===== src/rtl/hex_counter_4d.sv =====
// Four-digit hex up/down counter feeding the 7-segment display mux.
// Edge-detected push-button stepping with hold-to-auto-repeat.
module hex_counter_4d #(
  parameter int CLK_FREQ_HZ     = 12000000,
  parameter int REPEAT_DELAY_MS = 500,
  parameter int REPEAT_RATE_MS  = 100
) (
  input  logic       clk,
  input  logic       reset,
  input  logic       btn_up,
  input  logic       btn_down,
  input  logic       clear,
  output logic [3:0] hex0,
  output logic [3:0] hex1,
  output logic [3:0] hex2,
  output logic [3:0] hex3,
  output logic [3:0] dp_out,
  output logic       wrap_pulse
);

  localparam int DIV =
    (CLK_FREQ_HZ / 1000 > 0) ? CLK_FREQ_HZ / 1000 : 1;
  localparam int PW = (DIV > 1) ? $clog2(DIV) : 1;
  localparam int MSMAX =
    (REPEAT_DELAY_MS > REPEAT_RATE_MS) ?
    REPEAT_DELAY_MS : REPEAT_RATE_MS;
  localparam int MW = (MSMAX > 1) ? $clog2(MSMAX + 1) : 1;

  localparam logic [PW-1:0] PRE_LAST = PW'(DIV - 1);
  localparam logic [MW-1:0] DELAY_C  = MW'(REPEAT_DELAY_MS);
  localparam logic [MW-1:0] RATE_C   = MW'(REPEAT_RATE_MS);

  typedef enum logic [1:0] {
    S_IDLE,
    S_HELD,
    S_REPEAT,
    S_BLOCKED
  } state_t;

  logic [PW-1:0] r_pre;
  logic [MW-1:0] r_ms;
  logic [15:0]   r_count;
  state_t        r_state;
  logic          r_prev;
  logic          r_dir;
  logic          r_dp0;
  logic          r_dp3;
  logic          r_wrap;

  logic          w_tick;
  logic          w_up;
  logic          w_dn;
  logic          w_both;
  logic          w_press;
  logic          w_rise;
  logic          w_exit;
  logic [MW-1:0] w_ms_inc;
  logic [MW-1:0] w_ms_lim;
  logic [MW-1:0] w_ms_nxt;
  state_t        w_state_nxt;
  logic          w_step;
  logic          w_step_dn;
  logic [15:0]   w_count_nxt;
  logic          w_wrap_hit;

  assign w_tick   = (r_pre == PRE_LAST);
  assign w_up     = btn_up & ~btn_down;
  assign w_dn     = btn_down & ~btn_up;
  assign w_both   = btn_up & btn_down;
  assign w_press  = w_up | w_dn;
  assign w_rise   = w_press & ~r_prev;
  assign w_exit   = ~w_press | (w_dn != r_dir);
  assign w_ms_inc = r_ms + 1'b1;
  assign w_ms_lim = (r_state == S_HELD) ? DELAY_C : RATE_C;

  always_ff @(posedge clk) begin
    if (reset || w_tick) begin
      r_pre <= '0;
    end else begin
      r_pre <= r_pre + 1'b1;
    end
  end

  // Sampling the press level even during reset means a button
  // held through reset needs a fresh press afterwards.
  always_ff @(posedge clk) begin
    r_prev <= w_press;
  end

  always_comb begin
    w_state_nxt = r_state;
    w_ms_nxt    = r_ms;
    w_step      = 1'b0;
    w_step_dn   = r_dir;
    case (r_state)
      S_IDLE: begin
        if (w_both) begin
          w_state_nxt = S_BLOCKED;
        end else if (w_rise && !clear) begin
          w_step      = 1'b1;
          w_step_dn   = w_dn;
          w_ms_nxt    = '0;
          w_state_nxt = S_HELD;
        end
      end
      S_HELD, S_REPEAT: begin
        if (w_both) begin
          w_state_nxt = S_BLOCKED;
        end else if (w_exit) begin
          w_state_nxt = S_IDLE;
        end else if (clear) begin
          w_ms_nxt = '0;
        end else if (w_tick) begin
          if (w_ms_inc == w_ms_lim) begin
            w_step      = 1'b1;
            w_ms_nxt    = '0;
            w_state_nxt = S_REPEAT;
          end else begin
            w_ms_nxt = w_ms_inc;
          end
        end
      end
      S_BLOCKED: begin
        if (!btn_up && !btn_down) begin
          w_state_nxt = S_IDLE;
        end
      end
      default: begin
        w_state_nxt = S_IDLE;
      end
    endcase
  end

  always_comb begin
    w_count_nxt = r_count + 16'h0001;
    w_wrap_hit  = (r_count == 16'hFFFF);
    if (w_step_dn) begin
      w_count_nxt = r_count - 16'h0001;
      w_wrap_hit  = (r_count == 16'h0000);
    end
  end

  always_ff @(posedge clk) begin
    if (reset) begin
      r_state <= S_IDLE;
      r_ms    <= '0;
      r_count <= 16'h0000;
      r_dir   <= 1'b0;
      r_dp0   <= 1'b0;
      r_dp3   <= 1'b0;
      r_wrap  <= 1'b0;
    end else begin
      r_state <= w_state_nxt;
      r_ms    <= w_ms_nxt;
      r_wrap  <= 1'b0;
      if (clear) begin
        r_count <= 16'h0000;
        r_dp3   <= 1'b0;
      end else if (w_step) begin
        r_count <= w_count_nxt;
        r_dir   <= w_step_dn;
        r_dp0   <= w_step_dn;
        r_wrap  <= w_wrap_hit;
        r_dp3   <= r_dp3 | w_wrap_hit;
      end
    end
  end

  assign hex0       = r_count[3:0];
  assign hex1       = r_count[7:4];
  assign hex2       = r_count[11:8];
  assign hex3       = r_count[15:12];
  assign dp_out     = {r_dp3, 2'b00, r_dp0};
  assign wrap_pulse = r_wrap;

endmodule

===== config.mk =====
export PLATFORM = sky130hd
export DESIGN_NAME = hex_counter_4d
export DESIGN_NICKNAME = d
export VERILOG_FILES = /design/src/rtl/hex_counter_4d.sv
export SDC_FILE = /design/constraint.sdc
export NUM_CORES = 1
export LEC_CHECK = 0
export ABC_AREA = 1
export BUFFER_PORTS_ARGS = -buffer_cell sky130_fd_sc_hd__buf_2
export CORE_MARGIN = 1.5
export CORE_UTILIZATION = 40
export CTS_BUF_LIST = sky130_fd_sc_hd__clkbuf_8
export CTS_CLUSTER_SIZE = 40
export DETAILED_ROUTE_END_ITERATION = 6
export PLACE_DENSITY = 0.57
export SLEW_MARGIN = 30
export SYNTH_ARGS = -nofsm -noshare
export SYNTH_HDL_FRONTEND = slang
export SYNTH_SLANG_ARGS = --single-unit
export TNS_END_PERCENT = 50

===== constraint.sdc =====
create_clock -name clk -period 5.3 [get_ports clk]
set_input_delay 0.53 -clock clk [delete_from_list [all_inputs] [get_ports clk]]
set_output_delay 0.53 -clock clk [all_outputs]
set_load 0.1 [all_outputs]

Word level (Yosys, flattened, before mapping). Index checks and enable logic that the tools add are counted.

Memories kept: 0. RAM bits: 0. Bits in read-only memories: 0. Register bits: 45. Output and inout bits: 21. Input bits: 5. Bits in latches: 0. Word-level logic and storage cells: 88.

Mux-type cells: 31. Shift-type cells: 0. Bitwise gates (word level): 13. Multipliers: 0. Equal/unequal tests: 17. Reductions and logical operators: 15. Order comparisons: 0. Div/mod/pow operators: 0. Add/sub/neg operators: 4.

Operators by type and width (number): 9-bit 2-to-1 mux (8); 9-bit case mux with 2 select lines (1); 16-bit by 1-bit adder with 16-bit output, second input constant (1); 16-bit equality test, second input constant (1); 16-bit logical NOT (1); 16-bit 2-to-1 mux (1); 2-bit 2-to-1 mux (8); 16-bit by 1-bit subtractor with 16-bit output, second input constant (1); 14-bit by 1-bit adder with 14-bit output, second input constant (1); 14-bit equality test, second input constant (1); 4-bit != test, second input constant (3); 1-bit 2-to-1 mux (11); 2-bit != test, second input constant (5); 9-bit by 1-bit adder with 9-bit output, second input constant (1); 9-bit equality test (1); 3-bit != test, second input constant (2); 1-bit NOT (6); 2-bit case mux with 3 select lines (1); 6-bit AND reduction (1); 5-bit AND reduction (1); 1-bit bitwise AND (4); 2-bit equality test, second input constant (2); 2-bit OR reduction (2); 1-bit logical NOT (3); 10 further kinds (13).

Depth between registers and ports, before layout.
Word-level depth: 11. Gate-level depth with buffers: 18. Gate-level depth less buffers: 18.

Least setup slack after synthesis. No wires, ideal clock.

Kind: input to register. From: in btn_up. To: reg r_count[12]. Path buffers: 0. Stages: 16. Arrival time: 3.118 ns. Library setup time: 0.117 ns. Data required time: 5.183 ns. Setup slack: 2.065 ns. Path through: inv_1 -> ha_1 -> inv_1 -> nor3_1 -> nand3_1 -> nand2_1 -> nand2_1 -> ha_1 -> nand2_1 -> o21ai_0 -> nand4_1 -> nand3_1 -> xor2_1 -> nand3_1 -> nand2_1 -> nor2_1.

Cells in the longest elaborated chain, start to end: 9. Elaborated cells on any way between the ends: 19. Classes of those cells: eq/ne: 1; mux: 9; bitwise: 8; reduce/logical: 1.

Ends and longest elaborated chain: from (decl) (line 10) `input logic btn_up,`; 1-bit NOT (line 68) `assign w_dn = btn_down & ~btn_up;`; 1-bit bitwise AND (line 68); 1-bit OR * (line 70) `assign w_press = w_up | w_dn;`; via w_press (line 54) `logic w_press;`; 1-bit bitwise AND * (line 71) `assign w_rise = w_press & ~r_prev;`; 1-bit logical AND * (line 99) `end else if (w_rise && !clear) begin`; 1-bit 2-to-1 mux * (line 99); 1-bit 2-to-1 mux * (line 97) `if (w_both) begin`; 1-bit 2-to-1 mux * (line 95) `case (r_state)`; via w_step_dn (line 62) `logic w_step_dn;`; 16-bit 2-to-1 mux * (line 137) `if (w_step_dn) begin`; to (signal assigned) (line 160) `r_count <= w_count_nxt;`; to (decl) (line 42) `logic [15:0] r_count;`.

The timed path passes the listed nets; every way through them passes the cells marked *. A chain may end at the register's enable or synchronous reset.

Final worst setup path.
From: in btn_up. To: reg r_count[14].

The elaborated chain is that of the path after synthesis.

==> results.md <==
* Synth area leaders: dfxtp_1 28%, nand2_1 14%, ha_1 8.9%
* GPL Wtd Cong at 0.902
* Synth async-reset ratio at 0%
* Total CTS buffers at 5
* Clk_skew at 16.3 ps
* Register area share after synthesis at 28.0%
* R2R cell count at 16
* Final Cycle Share at 67.1%
* Worst VDD drop at 0.000108 V
* Die ar. at 8600 sq um
* Crit-path max FO at 17
* Antenna violations before repair at 0
* Min-Delay Path Depth at 1
* Total negative setup slack at 0 ps
* Crit path kind: input pin to register
* Crit path launch type: input pin
* Slew @ Worst Pin at 652 ps
* Synth warn at 0
* Relative slew slack at 56.4%
* Hold buffers post-CTS at 0
* # diodes at 0
* Maxcap violations at 0
* Design Area, Final at 3490 sq um
* Core Box Area at 7770 sq um
* I/O Buffers at 23
* GRT Total Usage at 18.7%
* Layout cells sized above 1 at 8.16%
* Post-synth EDFFs at 0
* ANT nets after route at 0
* Avg Vias per Cell at 5.04
* Reg clk slew, reported paths at 80 ps
* Ports at 26
* Hold_sp: r_pre[0]
* FP Rows at 32
* Iter 0 DRT Violations at 169
* Layout Area Growth over Synthesis at 8.47%
* Wire per inst at 12.2 microns
* Minimum clock period at 3560 ps
* Htree depth at 2
* Syn Inst Count at 494
* Final WL at 7550 microns
* Post-cts resize count at 0
* Share of the synthesized area in the top cell type at 28.0%
* Pwr dens at 268 nW/um^2
* DRC violations left at 0
* Post-synth cell types at 39
* Die width at 92.7 microns
* Xor/xnor cell area share of the yosys netlist at 4.35%
* Vias at 3107
* Synth top cells by count: 122 x nand2_1, 68 x nor2_1, 54 x inv_1, 45 x dfxtp_1, 42 x nand3_1
* Largest family of logic cells by synthesized area: simple AND/OR/NAND/NOR gates
* Final net count at 544
* Total grt overflow at 0
* Longest Clk Path Bufs at 2
* DIE HEIGHT at 92.7 microns
* Post-CTS Setup Inserts at 0
* Slew Limit Fails at 0
* TritonRoute pass-1 iters at 4
* Adder-Cell Fraction of Synth Area at 9.56%
* Clk_lat worst skew at 310 ps
* Global-route wire length before repair at 13100 microns
* Final hold violations at 0
* Initial Util at 41.4%
* Largest net degree at the start of global routing at 18
* CTS root buf: clkbuf_8
* Critical path origin: btn_up
* Leakage at 1.54 nW
* Synthesized area at 3220 sq um
* Dpl cell area at 3400 sq um
* RSZ-0062 raised after global routing: no
* Count leader, synth: nand2_1
* Capturing point of the worst reg2reg path: r_count[12]
* Syn Area/Cell at 6.52 sq um
* CTS sink count at 45
* Worst EP required at 5500 ps
* Fmax at 281 MHz
* Ys flop type: dfxtp_1
* Number of global-route vias before repair at 2829
* Critical path data arrival time at 3760 ps
* # setup viols final at 0
* Leading area contributor after synthesis: dfxtp_1
* Synth Area in Compound Gates at 11.3%
* DP HPWL at 5750 microns
* Worst hold path type: register to register
* Post-synthesis simple-gate area fraction at 38.0%
* Register bit total from synthesis at 45
* Outcome: completed
* Mux contribution to synthesized area at 0%
* Worst setup EP type: register
* Flop2flop setup slack at 1860 ps
* CTS tree: yes
* Reg-to-reg startpoint: r_state[0]
* Hold EP: r_pre[0]
[power by group]
part	total (mW)	internal, mW	switching [mW]
registers	0.380	0.357	0.0230
logic	0.332	0.100	0.231
clock network	0.225	0.103	0.122
[worst max-delay path by stage]
| stage | end | slack, ps | cells past startpoint |
|---|---|---|---|
| 5_1_grt | r_count[14] | 1330 | 18 |
| 4_1_cts | r_count[14] | 1780 | 18 |
| 3_5_place_dp | r_count[14] | 1470 | 18 |
| 3_3_place_gp | r_count[14] | 1480 | 18 |
| 2_1_floorplan | r_count[12] | 2060 | 16 |
| 6_report | r_count[14] | 1740 | 18 |
[worst max-delay path: stages]
cell and delay (ps):
buf_2 90, inv_1 60, ha_1 310, inv_1 60, nor3_1 240, nand3_1 290
nand2_1 150, nand2_1 410, ha_1 530, a21oi_1 190, o21ai_0 160, a21oi_1 270
nand3b_1 180, nand2_1 60, nand2_1 60, nand2_1 50, nor2_1 80, nor2_1 50
[layout make-up]
class,instances,area (sq um)
clock inverter,1,7.51
multi-input combinational,384,2040
sequential,45,901
inverter,55,206
clock buffer,6,82.6
fill,852,4280
tap,102,128
timing repair buffer,24,123
[routing by layer]
metal,vias to the layer above,GRT usage (%),share of wire [%]
li1,1652,-,-
met1,1408,26.8,53
met2,44,29.5,43
met3,3,3.04,3.3
met4,0,3.41,0.42
met5,-,0,0
[cell families after synthesis]
family | count (synthesis)
other cells | 1
flops | 45
buf+inv | 66
xor+xnor | 16
simple gates | 277
fa+ha+maj | 24
compound gates | 65
[stage by stage]
stage	instances	total power [mW]	hold WS (ps)	utilization (%)	setup WS, ps
floorplan	495	0.659	418	-	2060
global placement	610	0.716	434	43.8	1480
detailed placement	610	0.718	441	43.8	1470
CTS	617	0.947	454	45.0	1780
global route	617	1.00	494	45.0	1330
finish	617	0.937	452	45.0	1740
[cell usage in the layout (no fill, tap or decap), types with 2 or more instances in the layout]
cell type	n
nand2_1	122
nor2_1	68
inv_1	54
dfxtp_1	45
nand3_1	42
a21oi_1	40
ha_1	23
buf_2	23
o21ai_0	13
nor3_1	12
nand4_1	11
xor2_1	9
xnor2_1	7
clkbuf_8	6
nand3b_1	4
nor3b_1	4
o21a_1	4
nor2_2	3
or2_2	2
nor4_1	2
conb_1	2
[registers in the layout, indices dropped and copies added, names as in the netlist]
name        cells
wrap_pulse      1
r_pre          14
r_state         2
r_dp0           1
r_dp3           1
r_prev          1
r_ms            9
r_count        16
Note: power is estimated with default switching activity, not from simulation.
